[config.mk]
export PLATFORM = sky130hd
export DESIGN_NAME = wordle_guess_ctrl
export DESIGN_NICKNAME = d
export VERILOG_FILES = /design/src/rtl/wordle_pkg.sv /design/src/rtl/wordle_guess_ctrl_scorer.sv /design/src/rtl/wordle_guess_ctrl.sv
export SDC_FILE = /design/constraint.sdc
export NUM_CORES = 1
export LEC_CHECK = 0
export ABC_AREA = 1
export BUFFER_PORTS_ARGS = -buffer_cell sky130_fd_sc_hd__buf_2
export CAP_MARGIN = 20
export CORE_AREA = 3 3 120 169
export CTS_CLUSTER_DIAMETER = 150
export DETAILED_ROUTE_END_ITERATION = 16
export DIE_AREA = 0 0 123 172
export PLACE_DENSITY = 0.66
export SYNTH_ARGS = -nofsm -noshare
export SYNTH_HDL_FRONTEND = slang
export SYNTH_SLANG_ARGS = --single-unit
[constraint.sdc]
create_clock -name Clk -period 6.4 [get_ports Clk]
set_input_delay 0.32 -clock Clk [delete_from_list [all_inputs] [get_ports Clk]]
set_output_delay 0.32 -clock Clk [all_outputs]
set_load 0.02 [all_outputs]
[src/rtl/wordle_pkg.sv]
// Shared types and constants for the Wordle guess controller and its scorer.
package wordle_pkg;

   typedef enum logic [2:0] {
      ST_IDLE,
      ST_EDIT,
      ST_DICT,
      ST_GREEN,
      ST_YELLOW,
      ST_REPORT,
      ST_DONE
   } state_t;

   localparam logic [7:0] ALPHA_FIRST = 8'h41;
   localparam logic [7:0] ALPHA_LAST  = 8'h5A;

   localparam logic [1:0] GRAY   = 2'b00;
   localparam logic [1:0] YELLOW = 2'b01;
   localparam logic [1:0] GREEN  = 2'b10;

   // Five ASCII letters; element 0 is the leftmost letter on screen.
   typedef logic [4:0][7:0] word_t;

   localparam word_t WORD_RESET = {5{ALPHA_FIRST}};

   function automatic logic [7:0] letter_up(input logic [7:0] l);
      return (l == ALPHA_LAST) ? ALPHA_FIRST : l + 8'd1;
   endfunction

   function automatic logic [7:0] letter_down(input logic [7:0] l);
      return (l == ALPHA_FIRST) ? ALPHA_LAST : l - 8'd1;
   endfunction

endpackage

[src/rtl/wordle_guess_ctrl_scorer.sv]
// Fixed-latency two-pass scorer: 5 green cycles, then 25 yellow cycles
// walking every (guess i, answer j) pair; result is committed only at the end.
module wordle_scorer
   import wordle_pkg::*;
(
   input  logic        Clk,
   input  logic        reset,
   input  logic        start,
   input  logic        clear,
   input  logic [39:0] guess,
   input  logic [39:0] answer,
   output logic        green_done,
   output logic        done,
   output logic        all_green,
   output logic [9:0]  result
);

   word_t       g_w;
   word_t       a_w;
   logic        active;
   logic        yel_phase;
   logic [2:0]  i;
   logic [2:0]  j;
   logic [4:0]  used, grn, yel;
   logic [4:0]  used_nxt, grn_nxt, yel_nxt;

   assign g_w = guess;
   assign a_w = answer;

   function automatic logic [9:0] pack_result(input logic [4:0] gm, input logic [4:0] ym);
      logic [9:0] r;
      r = '0;
      for (int k = 0; k < 5; k++)
         r[2*k +: 2] = gm[k] ? GREEN : (ym[k] ? YELLOW : GRAY);
      return r;
   endfunction

   always_comb begin
      grn_nxt  = grn;
      yel_nxt  = yel;
      used_nxt = used;
      if (active) begin
         if (!yel_phase) begin
            if (g_w[i] == a_w[i]) begin
               grn_nxt[i]  = 1'b1;
               used_nxt[i] = 1'b1;
            end
         end else if (!grn[i] && !yel[i] && !used[j] && (g_w[i] == a_w[j])) begin
            // yel[i] already set means an earlier j claimed this letter
            yel_nxt[i]  = 1'b1;
            used_nxt[j] = 1'b1;
         end
      end
   end

   assign green_done = active && !yel_phase && (i == 3'd4);
   assign done       = active && yel_phase && (i == 3'd4) && (j == 3'd4);
   assign all_green  = &grn;

   always_ff @(posedge Clk or posedge reset) begin
      if (reset) begin
         active    <= 1'b0;
         yel_phase <= 1'b0;
         i         <= '0;
         j         <= '0;
         used      <= '0;
         grn       <= '0;
         yel       <= '0;
         result    <= '0;
      end else begin
         if (clear)
            result <= '0;
         if (start) begin
            active    <= 1'b1;
            yel_phase <= 1'b0;
            i         <= '0;
            j         <= '0;
            used      <= '0;
            grn       <= '0;
            yel       <= '0;
         end else if (active) begin
            grn  <= grn_nxt;
            yel  <= yel_nxt;
            used <= used_nxt;
            if (!yel_phase) begin
               if (i == 3'd4) begin
                  yel_phase <= 1'b1;
                  i         <= '0;
                  j         <= '0;
               end else begin
                  i <= i + 3'd1;
               end
            end else if (j == 3'd4) begin
               j <= '0;
               if (i == 3'd4) begin
                  active <= 1'b0;
                  result <= pack_result(grn_nxt, yel_nxt);
               end else begin
                  i <= i + 3'd1;
               end
            end else begin
               j <= j + 3'd1;
            end
         end
      end
   end

endmodule

[src/rtl/wordle_guess_ctrl.sv]
// Wordle game sequencer: guess editing, optional dictionary check
// (WORDLE_DICT_CHECK_EN), scoring handoff and win/lose accounting.
//
// state     | meaning
// ----------+----------------------------------------------
// ST_IDLE   | waiting for C to start a game
// ST_EDIT   | buttons edit guess_word / cursor, C submits
// ST_DICT   | dict_req held until dict_ack (macro only)
// ST_GREEN  | scorer exact-position pass, 5 cycles
// ST_YELLOW | scorer misplaced-letter pass, 25 cycles
// ST_REPORT | result published, guess counted
// ST_DONE   | win or lose held until C
module wordle_guess_ctrl
   import wordle_pkg::*;
#(
   parameter int MAX_GUESSES = 6
) (
   input  logic        Clk,
   input  logic        reset,
   input  logic        U,
   input  logic        D,
   input  logic        L,
   input  logic        R,
   input  logic        C,
   input  logic [39:0] answer,
   output logic        dict_req,
   output logic [39:0] dict_word,
   input  logic        dict_ack,
   input  logic        dict_hit,
   output logic [39:0] guess_word,
   output logic [2:0]  cursor,
   output logic [9:0]  result,
   output logic        result_valid,
   output logic        invalid_word,
   output logic [2:0]  guess_count,
   output logic        busy,
   output logic        win,
   output logic        lose
);

   state_t state, state_nxt;
   word_t  guess_q;
   word_t  ans_q;
   logic   score_start, score_clear;
   logic   green_done, score_done, all_green;

   assign guess_word = guess_q;
   assign dict_word  = guess_q;

   wordle_scorer u_scorer (
      .Clk        (Clk),
      .reset      (reset),
      .start      (score_start),
      .clear      (score_clear),
      .guess      (guess_q),
      .answer     (ans_q),
      .green_done (green_done),
      .done       (score_done),
      .all_green  (all_green),
      .result     (result)
   );

   always_ff @(posedge Clk or posedge reset) begin
      if (reset)
         state <= ST_IDLE;
      else
         state <= state_nxt;
   end

   always_comb begin
      state_nxt = state;
      case (state)
         ST_IDLE:   if (C) state_nxt = ST_EDIT;
`ifdef WORDLE_DICT_CHECK_EN
         ST_EDIT:   if (C) state_nxt = ST_DICT;
         ST_DICT:   if (dict_ack) state_nxt = dict_hit ? ST_GREEN : ST_EDIT;
`else
         ST_EDIT:   if (C) state_nxt = ST_GREEN;
`endif
         ST_GREEN:  if (green_done) state_nxt = ST_YELLOW;
         ST_YELLOW: if (score_done) state_nxt = ST_REPORT;
         ST_REPORT: state_nxt = (win || lose) ? ST_DONE : ST_EDIT;
         ST_DONE:   if (C) state_nxt = ST_IDLE;
         default:   state_nxt = ST_IDLE;
      endcase
   end

   always_comb begin
      busy         = (state == ST_DICT) || (state == ST_GREEN) ||
                     (state == ST_YELLOW) || (state == ST_REPORT);
      result_valid = (state == ST_REPORT);
      score_clear  = ((state == ST_IDLE) || (state == ST_DONE)) && C;
`ifdef WORDLE_DICT_CHECK_EN
      dict_req     = (state == ST_DICT);
      invalid_word = (state == ST_DICT) && dict_ack && !dict_hit;
      score_start  = (state == ST_DICT) && dict_ack && dict_hit;
`else
      dict_req     = 1'b0;
      invalid_word = 1'b0;
      score_start  = (state == ST_EDIT) && C;
`endif
   end

`ifndef WORDLE_DICT_CHECK_EN
   logic unused_dict;
   assign unused_dict = dict_ack ^ dict_hit;
`endif

   // Game datapath: editing, answer latch and outcome flags.
   always_ff @(posedge Clk or posedge reset) begin
      if (reset) begin
         guess_q     <= WORD_RESET;
         cursor      <= '0;
         ans_q       <= '0;
         guess_count <= '0;
         win         <= 1'b0;
         lose        <= 1'b0;
      end else begin
         case (state)
            ST_IDLE, ST_DONE: begin
               if (C) begin
                  guess_q     <= WORD_RESET;
                  cursor      <= '0;
                  guess_count <= '0;
                  win         <= 1'b0;
                  lose        <= 1'b0;
                  if (state == ST_IDLE)
                     ans_q <= answer;
               end
            end
            ST_EDIT: begin
               if (C) begin
                  // submit: letters and cursor freeze during scoring
               end else if (U) begin
                  guess_q[cursor] <= letter_up(guess_q[cursor]);
               end else if (D) begin
                  guess_q[cursor] <= letter_down(guess_q[cursor]);
               end else if (L) begin
                  if (cursor != 3'd0) cursor <= cursor - 3'd1;
               end else if (R) begin
                  if (cursor != 3'd4) cursor <= cursor + 3'd1;
               end
            end
            ST_YELLOW: begin
               if (score_done) begin
                  guess_count <= guess_count + 3'd1;
                  win         <= all_green;
                  lose        <= !all_green && (guess_count == 3'(MAX_GUESSES - 1));
               end
            end
            ST_REPORT: begin
               if (!(win || lose)) begin
                  guess_q <= WORD_RESET;
                  cursor  <= '0;
               end
            end
            default: ;
         endcase
      end
   end

endmodule

# Word-level counts from Yosys, hierarchy flattened

Index checks and enable logic that the tools add are counted.
Widths: inputs -> output; s select.

Bits in registers: 124
Input port bits: 49
Output and inout bits: 102
Word-level logic and storage cells: 216

Add/subtract/negate cells: 7
$lt $le $gt $ge: 6
Equal/unequal tests: 31
Mux-type cells: 104
Bitwise logic cells: 4
Reduce and logical (&&, ||, !) cells: 41

Operators by type and width:

| kind                | number |
|---|---|
| $mux 40             | 5 |
| $pmux 40 s3         | 1 |
| $bmux 8 s3          | 4 |
| $bwmux 40           | 2 |
| $mux 3              | 26 |
| $mux 5              | 15 |
| $mux 10             | 6 |
| $mux 8              | 7 |
| $demux 8 s3         | 1 |
| $mux 1              | 22 |
| $ne 2x2->1 const B  | 10 |
| $or 5x5->5          | 4 |
| $eq 3x3->1 const B  | 6 |
| $ne 3x3->1 const B  | 6 |
| $pmux 3 s6          | 1 |
| $eq 8x7->1 const B  | 2 |
| $eq 8x8->1          | 2 |
| $reduce_and 5->1    | 3 |
| $logic_and 1x1->1   | 14 |
| $add 3x1->3 const B | 4 |
| $lt 3x4->1 const B  | 3 |
| $reduce_and 3->1    | 4 |
| $reduce_bool 3->1   | 4 |
| $mux 2              | 5 |
| 19 further kinds    | 36 |

# Longest topological paths before layout

Word-level depth: 16
Gate-level depth with buffers: 18
Depth with buffers taken out: 17

# Hierarchy

From an unflattened synthesis, not the netlist that was laid out.

Cell total of the unflattened synthesis: 1274
Area total of the unflattened synthesis: 8914.8 um^2

Modules (own cells, without submodules):

| module            | times used | cells each | area each (um^2) | seq. area each (um^2) |
|---|---|---|---|---|
| wordle_guess_ctrl | 1          | 612        | 5210.0           | 2289.7 |
| wordle_scorer     | 1          | 662        | 3704.8           | 825.8 |

# Worst setup path after synthesis

OpenSTA, ideal clock, no wires.

Path kind: register to register
Start point: register cursor[0]
End point: register guess_q, in the netlist dict_word[8]
Setup time: 0.076 ns
Data arrival time: 2.269 ns
Slack: 4.055 ns
Stages on the path, launching flop included: 16
Cell sequence: dfrtp_1 nor2_2 nand2_4 inv_2 nand2_1 o21ai_1 nor3_4 inv_1 ha_1 nor3b_1 nand2_1 nor2_2 o21ai_1 nand3_1 o21ai_1 inv_1

Longest elaborated chain between the ends: 9
Elaborated cells on any way between the ends: 19
Those cells by class: add/sub (2); order compare (2); eq/ne (2); mux (12); reduce/logical (1)

Ends and longest elaborated chain:

| item                                                                     | line                                                                 | text |
|---|---|---|
| start, declared                                                          | wordle_guess_ctrl.sv:31                                              | `output logic [2:0] cursor,` |
| start signal, assigned                                                   | wordle_guess_ctrl.sv:139                                             | `if (cursor != 3'd0) cursor <= cursor - 3'd1;` |
| start signal, assigned                                                   | wordle_guess_ctrl.sv:141                                             | `if (cursor != 3'd4) cursor <= cursor + 3'd1;` |
| $bmux 8 s3, or another cell as far along                                 | wordle_guess_ctrl.sv:135, wordle_guess_ctrl.sv:137                   |  |
| $mux 8 (not written as such) / $logic_and 1x1->1 (equally long branches) | wordle_guess_ctrl.sv:135, wordle_guess_ctrl.sv:137                   |  |
| $sub 8x1->8, or another cell as far along                                | wordle_pkg.sv:31                                                     | `return (l == ALPHA_FIRST) ? ALPHA_LAST : l - 8'd1;` |
| $mux 8 / $demux 8 s3 (equally long branches)                             | wordle_pkg.sv:31, wordle_guess_ctrl.sv:135, wordle_guess_ctrl.sv:137 |  |
| $bwmux 40                                                                | wordle_guess_ctrl.sv:137                                             | `guess_q[cursor] <= letter_down(guess_q[cursor]);` |
| $mux 40                                                                  | wordle_guess_ctrl.sv:136                                             | `end else if (D) begin` |
| $mux 40 *                                                                | wordle_guess_ctrl.sv:134                                             | `end else if (U) begin` |
| $mux 40 *                                                                | wordle_guess_ctrl.sv:132                                             | `if (C) begin` |
| $pmux 40 s3 *                                                            | wordle_guess_ctrl.sv:119                                             | `case (state)` |
| end signal, assigned by index                                            | wordle_guess_ctrl.sv:135                                             | `guess_q[cursor] <= letter_up(guess_q[cursor]);` |
| end signal, assigned by index                                            | wordle_guess_ctrl.sv:137                                             |  |
| end, declared                                                            | wordle_guess_ctrl.sv:42                                              | `word_t guess_q;` |

Every way passes the cells marked *; elsewhere a longest branch is shown, timed or not. The select of a mux whose other input is x is not followed.
A chain may end at the register's enable or synchronous reset.

# Final worst setup path

Start point: register u_scorer.i[1]
End point: register u_scorer.used[2]

Longest elaborated chain between the ends: 9
Elaborated cells on any way between the ends: 28
Those cells by class: order compare (2); eq/ne (3); mux (14); bitwise (1); reduce/logical (8)

Ends and longest elaborated chain:

| item                                                                  | line                           | text |
|---|---|---|
| start, declared                                                       | wordle_guess_ctrl_scorer.sv:22 | `logic [2:0] i;` |
| start signal, assigned                                                | wordle_guess_ctrl_scorer.sv:91 | `i <= i + 3'd1;` |
| start signal, assigned                                                | wordle_guess_ctrl_scorer.sv:99 | `i <= i + 3'd1;` |
| $lt 3x4->1 (not written as such) / $ge 3x1->1 (equally long branches) | wordle_guess_ctrl_scorer.sv:46 | `used_nxt[i] = 1'b1;` |
| $logic_and 1x1->1 (not written as such)                               | wordle_guess_ctrl_scorer.sv:46 |  |
| $mux 1 (not written as such)                                          | wordle_guess_ctrl_scorer.sv:46 |  |
| $demux 1 s3                                                           | -                              |  |
| $or 5x5->5 (no source line)                                           | -                              |  |
| $mux 5                                                                | wordle_guess_ctrl_scorer.sv:44 | `if (g_w[i] == a_w[i]) begin` |
| $mux 5                                                                | wordle_guess_ctrl_scorer.sv:43 | `if (!yel_phase) begin` |
| $mux 5                                                                | wordle_guess_ctrl_scorer.sv:81 | `end else if (active) begin` |
| $mux 5                                                                | wordle_guess_ctrl_scorer.sv:73 | `if (start) begin` |
| end signal, assigned                                                  | wordle_guess_ctrl_scorer.sv:84 | `used <= used_nxt;` |
| end, declared                                                         | wordle_guess_ctrl_scorer.sv:24 | `logic [4:0] used, grn, yel;` |

Several ways; a longest one is shown, not always the timed one. The select of a mux whose other input is x is not followed.

==> metrics list <==
* Result of the run: finished, final reports clean
* Initial standard-cell utilization of the core: 44.5%
- DR pass1 iterations: 5
- The detailed router placed 8131 vias in this run.
- Post-detailed-routing wire length: 24800 um
* Worst Tran Pin Value: 1.12 ns
* CTS tree: done
* Minimum setup slack after placement: approximately 3.3 ns
* Depth of the worst register-to-register path: 14
* Worst stage delay on the critical path: 0.93 ns
* Clock buffer count from CTS: 17
* Reg-to-Reg Start: u_scorer.i[1]
- Distinct cell type count of the synthesized netlist: 47
- The layout has 1897 filler cells.
* # IOs: around 150
- Synthesized flop and latch total: 124
- The congestion estimate from routability-driven global placement came to 0.932.
- Share of the clock period used by the worst path: 49.1%
- Most common cell after layout, fill and taps aside: nand2_1
- In this run the worst setup path begins at u_scorer.i[1].
- Multi-input gate area: 0.00433 mm^2
* Area overhead of the layout relative to synthesis: 14.3%
- Static timing analysis puts the maximum clock frequency at 318 MHz.
- Wire length of the first global-routing pass: 39800 um
- Total congestion overflow after global routing: 0
- Post-synthesis instance area: roughly 0.0085 mm^2
- The share of synthesized area in the top cell type comes to between 30% and 40%.
- Of all nets on the critical path, the largest fanout is 21.
- The worst setup path is captured at a flip-flop.
* Row count: 60
* Clock skew after layout: about 0.015 ns
* Clock sink count: 124
- After detailed placement, the total cell area comes to 0.00908 mm^2.
* Proportion of register bits with asynchronous set or reset after synthesis: 100%
* Setup slack on the worst flop-to-flop path: 3.26 ns
- Slew Limit Fails: 0
- Top post-synthesis cells by area: dfrtp_1 (34%), nand2_1 (17%), nand3_1 (5.8%)
- Summed over all failing endpoints, the final setup total negative slack is 0 ns.
* Minimum setup slack in the final design: ~3.3 ns
- Library cell used as clock root buffer: clkbuf_16
- Subtracting the final worst setup slack from the clock period gives 3.14 ns.
* End-of-flow core utilization: 50.9%
- Path type of the worst min-delay path: primary input to flip-flop
- For this run, the total global-route usage over all layers was measured as 24.1%.
- Vias per Instance: 5.18
- Dpl cells: 1536
- P per Cell Area: 544 mW/mm^2
* Number of flops mapped to enable cells by yosys: 0
- The share of the Yosys chip area taken by registers is 36.8%.
* Initial antenna violation count: 0
* Number of warnings printed during yosys synthesis: 0
* Most frequent cells in the layout: nand2_1 (380), buf_2 (146), inv_1 (129)
- The critical path ends at u_scorer.used[2].
- Footprint of the flip-flops and latches: just over 0.003 mm^2
- End of the worst register-to-register path: u_scorer.used[2]
* Maximum number of pins on one net before global-route repair: 77
* Clk_lat worst skew: 0.43 ns
- The post-route netlist has 22.3% of its cells at a drive strength greater than 1.
- Maximum vdd drop: 0.000201 V
- Remaining design rule violation count: 0
- Internal Dissipation: approximately 2.6 mW
- The final hold violation count is 0.
* Sw frac: 51.5%
* Post-Route Hold Slack: 0.120 ns
- Crit path DAT: 3.45 ns
- Launching element type of the critical path: flip-flop
* Average instance area after synthesis: roughly 7 um^2
* Slew margin rel.: 24.2%
- After floorplanning, the core was sized to cover 0.0190 mm^2.
- Clock-pin slew was measured on the worst setup and hold paths at 0.06 ns.
- No sink is reached through more buffers than the 2 on the longest clock path.
- Req. time, crit path: between 6 and 7 ns
- In this run, the number of DRC markers left after iteration 0 of detailed routing was between 500 and 600.
- Diodes inserted: 0
- The critical path goes through nor2_2 -> nand3_1 -> o21ai_1 -> inv_1 -> nand2_1 -> nand2_1 -> nand2_1 -> nand2_1 -> nor2_2 -> nand3_2 -> nand3_2 -> nand2_2 -> nand2_1 -> nand2_1.
* Quantity of I/O buffers inserted on ports: 146
- Crit-path slowest cell: nor2_2
- Detailed placement HPWL: 18500 um
- Summed over all nets, the switching power comes to 2.71 mW.
- From left edge to right edge, the die measures 123 um.
- Most common flop cell mapped by yosys: dfrtp_1
* Syn Inst Count: roughly 1200
- Post-CTS repair changed the size of 0 cells.
- Number of maximum-capacitance constraint violations: 0
- Part of the total power dissipated in the clock network: 18.0%
- The biggest area contributor in the post-synthesis netlist is dfrtp_1.
* Floorplan die height: between 150 and 200 um
- Critical path's most frequent cell: nand2_1
* Endpoints failing setup: 0
- In the final routed layout, each cell accounts on average for roughly 16 um.
- Final nets: ~1400
* Unrepaired setup endpoints after global routing: no
- In this run the static leakage power is 5.27 nW.
- Of the total power, combinational logic draws 56.9%.
* Total die area: 0.0212 mm^2
* Critical path class: flip-flop to flip-flop
* # H-tree levels: 4
- The count of nets left with antenna violations once routing finished came out at 0.
- Share of total power in sequential cells: roughly a quarter
- Final std cell area, no fill: slightly below 0.01 mm^2
* Vias in the first global route: 7772
* Number of standard cells in the final layout excluding fillers: 1569
- Summing internal, switching and leakage power gives approximately 5.3 mW.
## logic make-up (layout without fill, tap and decap cells)
logic type	Yosys count	after routing	synth area share [%]
flip-flops	124	124	36.8
adder cells (fa/ha/maj)	11	11	1.72
AND/OR/NAND/NOR	695	695	36.8
buffers and inverters	219	333	12.1
XOR/XNOR	9	9	0.932
other	1	2	0.0443
multiplexers	19	19	2.52
AO/OA/AOI/OAI	128	128	9.04
## what timing repair did
action | in CTS | in global routing
setup buffers | 0 | 0
hold buffers | 1 | 0
endpoints found under the hold margin | 2 | 0
## how the worst min path moves through the flow
stage | from | endpoint | depth (start not counted)
6_report | answer[31] | ans_q[31] | 2
5_1_grt | answer[37] | ans_q[37] | 2
4_1_cts | answer[31] | ans_q[31] | 2
3_5_place_dp | reset | dict_word[10] | 2
3_3_place_gp | reset | dict_word[9] | 2
2_1_floorplan | u_scorer.used[3] | u_scorer.used[3] | 2
## layer usage
metal  vias to the layer above  global-route usage, %  part of all wire (%)
li1                       4018                      -                     -
met1                      3775                   28.5                    40
met2                       270                   42.3                    51
met3                        68                   3.50                   4.6
met4                         0                   12.5                   4.4
met5                         -                      0                     0
## Yosys cell counts (2+ instances only)
| library cell | number |
|---|---|
| ha_1 | 10 |
| nor2_2 | 20 |
| o21ai_1 | 17 |
| nand2_4 | 4 |
| nor3_4 | 2 |
| o21ai_2 | 5 |
| dfrtp_1 | 114 |
| o31ai_1 | 4 |
| a21boi_0 | 2 |
| a21boi_2 | 4 |
| nor2_4 | 7 |
| clkbuf_1 | 11 |
| nor3_1 | 8 |
| o21ai_0 | 27 |
| buf_4 | 47 |
| nand2_2 | 8 |
| inv_1 | 130 |
| buf_2 | 10 |
| nor3_2 | 4 |
| xnor2_1 | 4 |
| nand3b_1 | 6 |
| nand3_1 | 98 |
| nor2_1 | 119 |
| dfstp_2 | 10 |
| or2_2 | 3 |
| mux2_2 | 18 |
| nand2_1 | 380 |
| clkinv_1 | 2 |
| a21oi_1 | 40 |
| nand4_1 | 23 |
| o211ai_1 | 15 |
| inv_2 | 17 |
| xor2_1 | 5 |
| o22ai_1 | 11 |
| nand3_2 | 9 |
## area by class of cell
class / count / share of cell area (%)
inverter: 150 / 5.90
clock buffer: 22 / 4.70
timing repair buffer: 151 / 7.97
clock inverter: 10 / 1.23
sequential: 124 / 32.2
tap: 248 / 3.21
multi-input combinational: 864 / 44.8
## registers in the layout, indices dropped and copies added (netlist names)
signal              count
dict_word              40
u_scorer.active         1
u_scorer.j              3
u_scorer.i              3
u_scorer.yel_phase      1
win                     1
lose                    1
u_scorer.grn            5
u_scorer.used           5
cursor                  3
u_scorer.result        10
u_scorer.yel            5
ans_q                  40
guess_count             3
state                   3
## power groups by stage
stage               clock network (mW)  registers [mW]  logic (mW)
floorplan                            0            1.34        2.22
global placement                     0            1.32        2.94
detailed placement                   0            1.33        2.96
CTS                              0.959            1.32        2.97
global route                     0.996            1.36        3.35
finish                           0.945            1.32        2.99
## critical path: cells and delay by family (launching register included)
kind,cells,cell delay [ns]
AO/OA/AOI/OAI,1,0.17
buffers and inverters,1,0.06
flip-flops,1,0.55
AND/OR/NAND/NOR,12,2.25
Note: power is estimated with default switching activity, not from simulation.
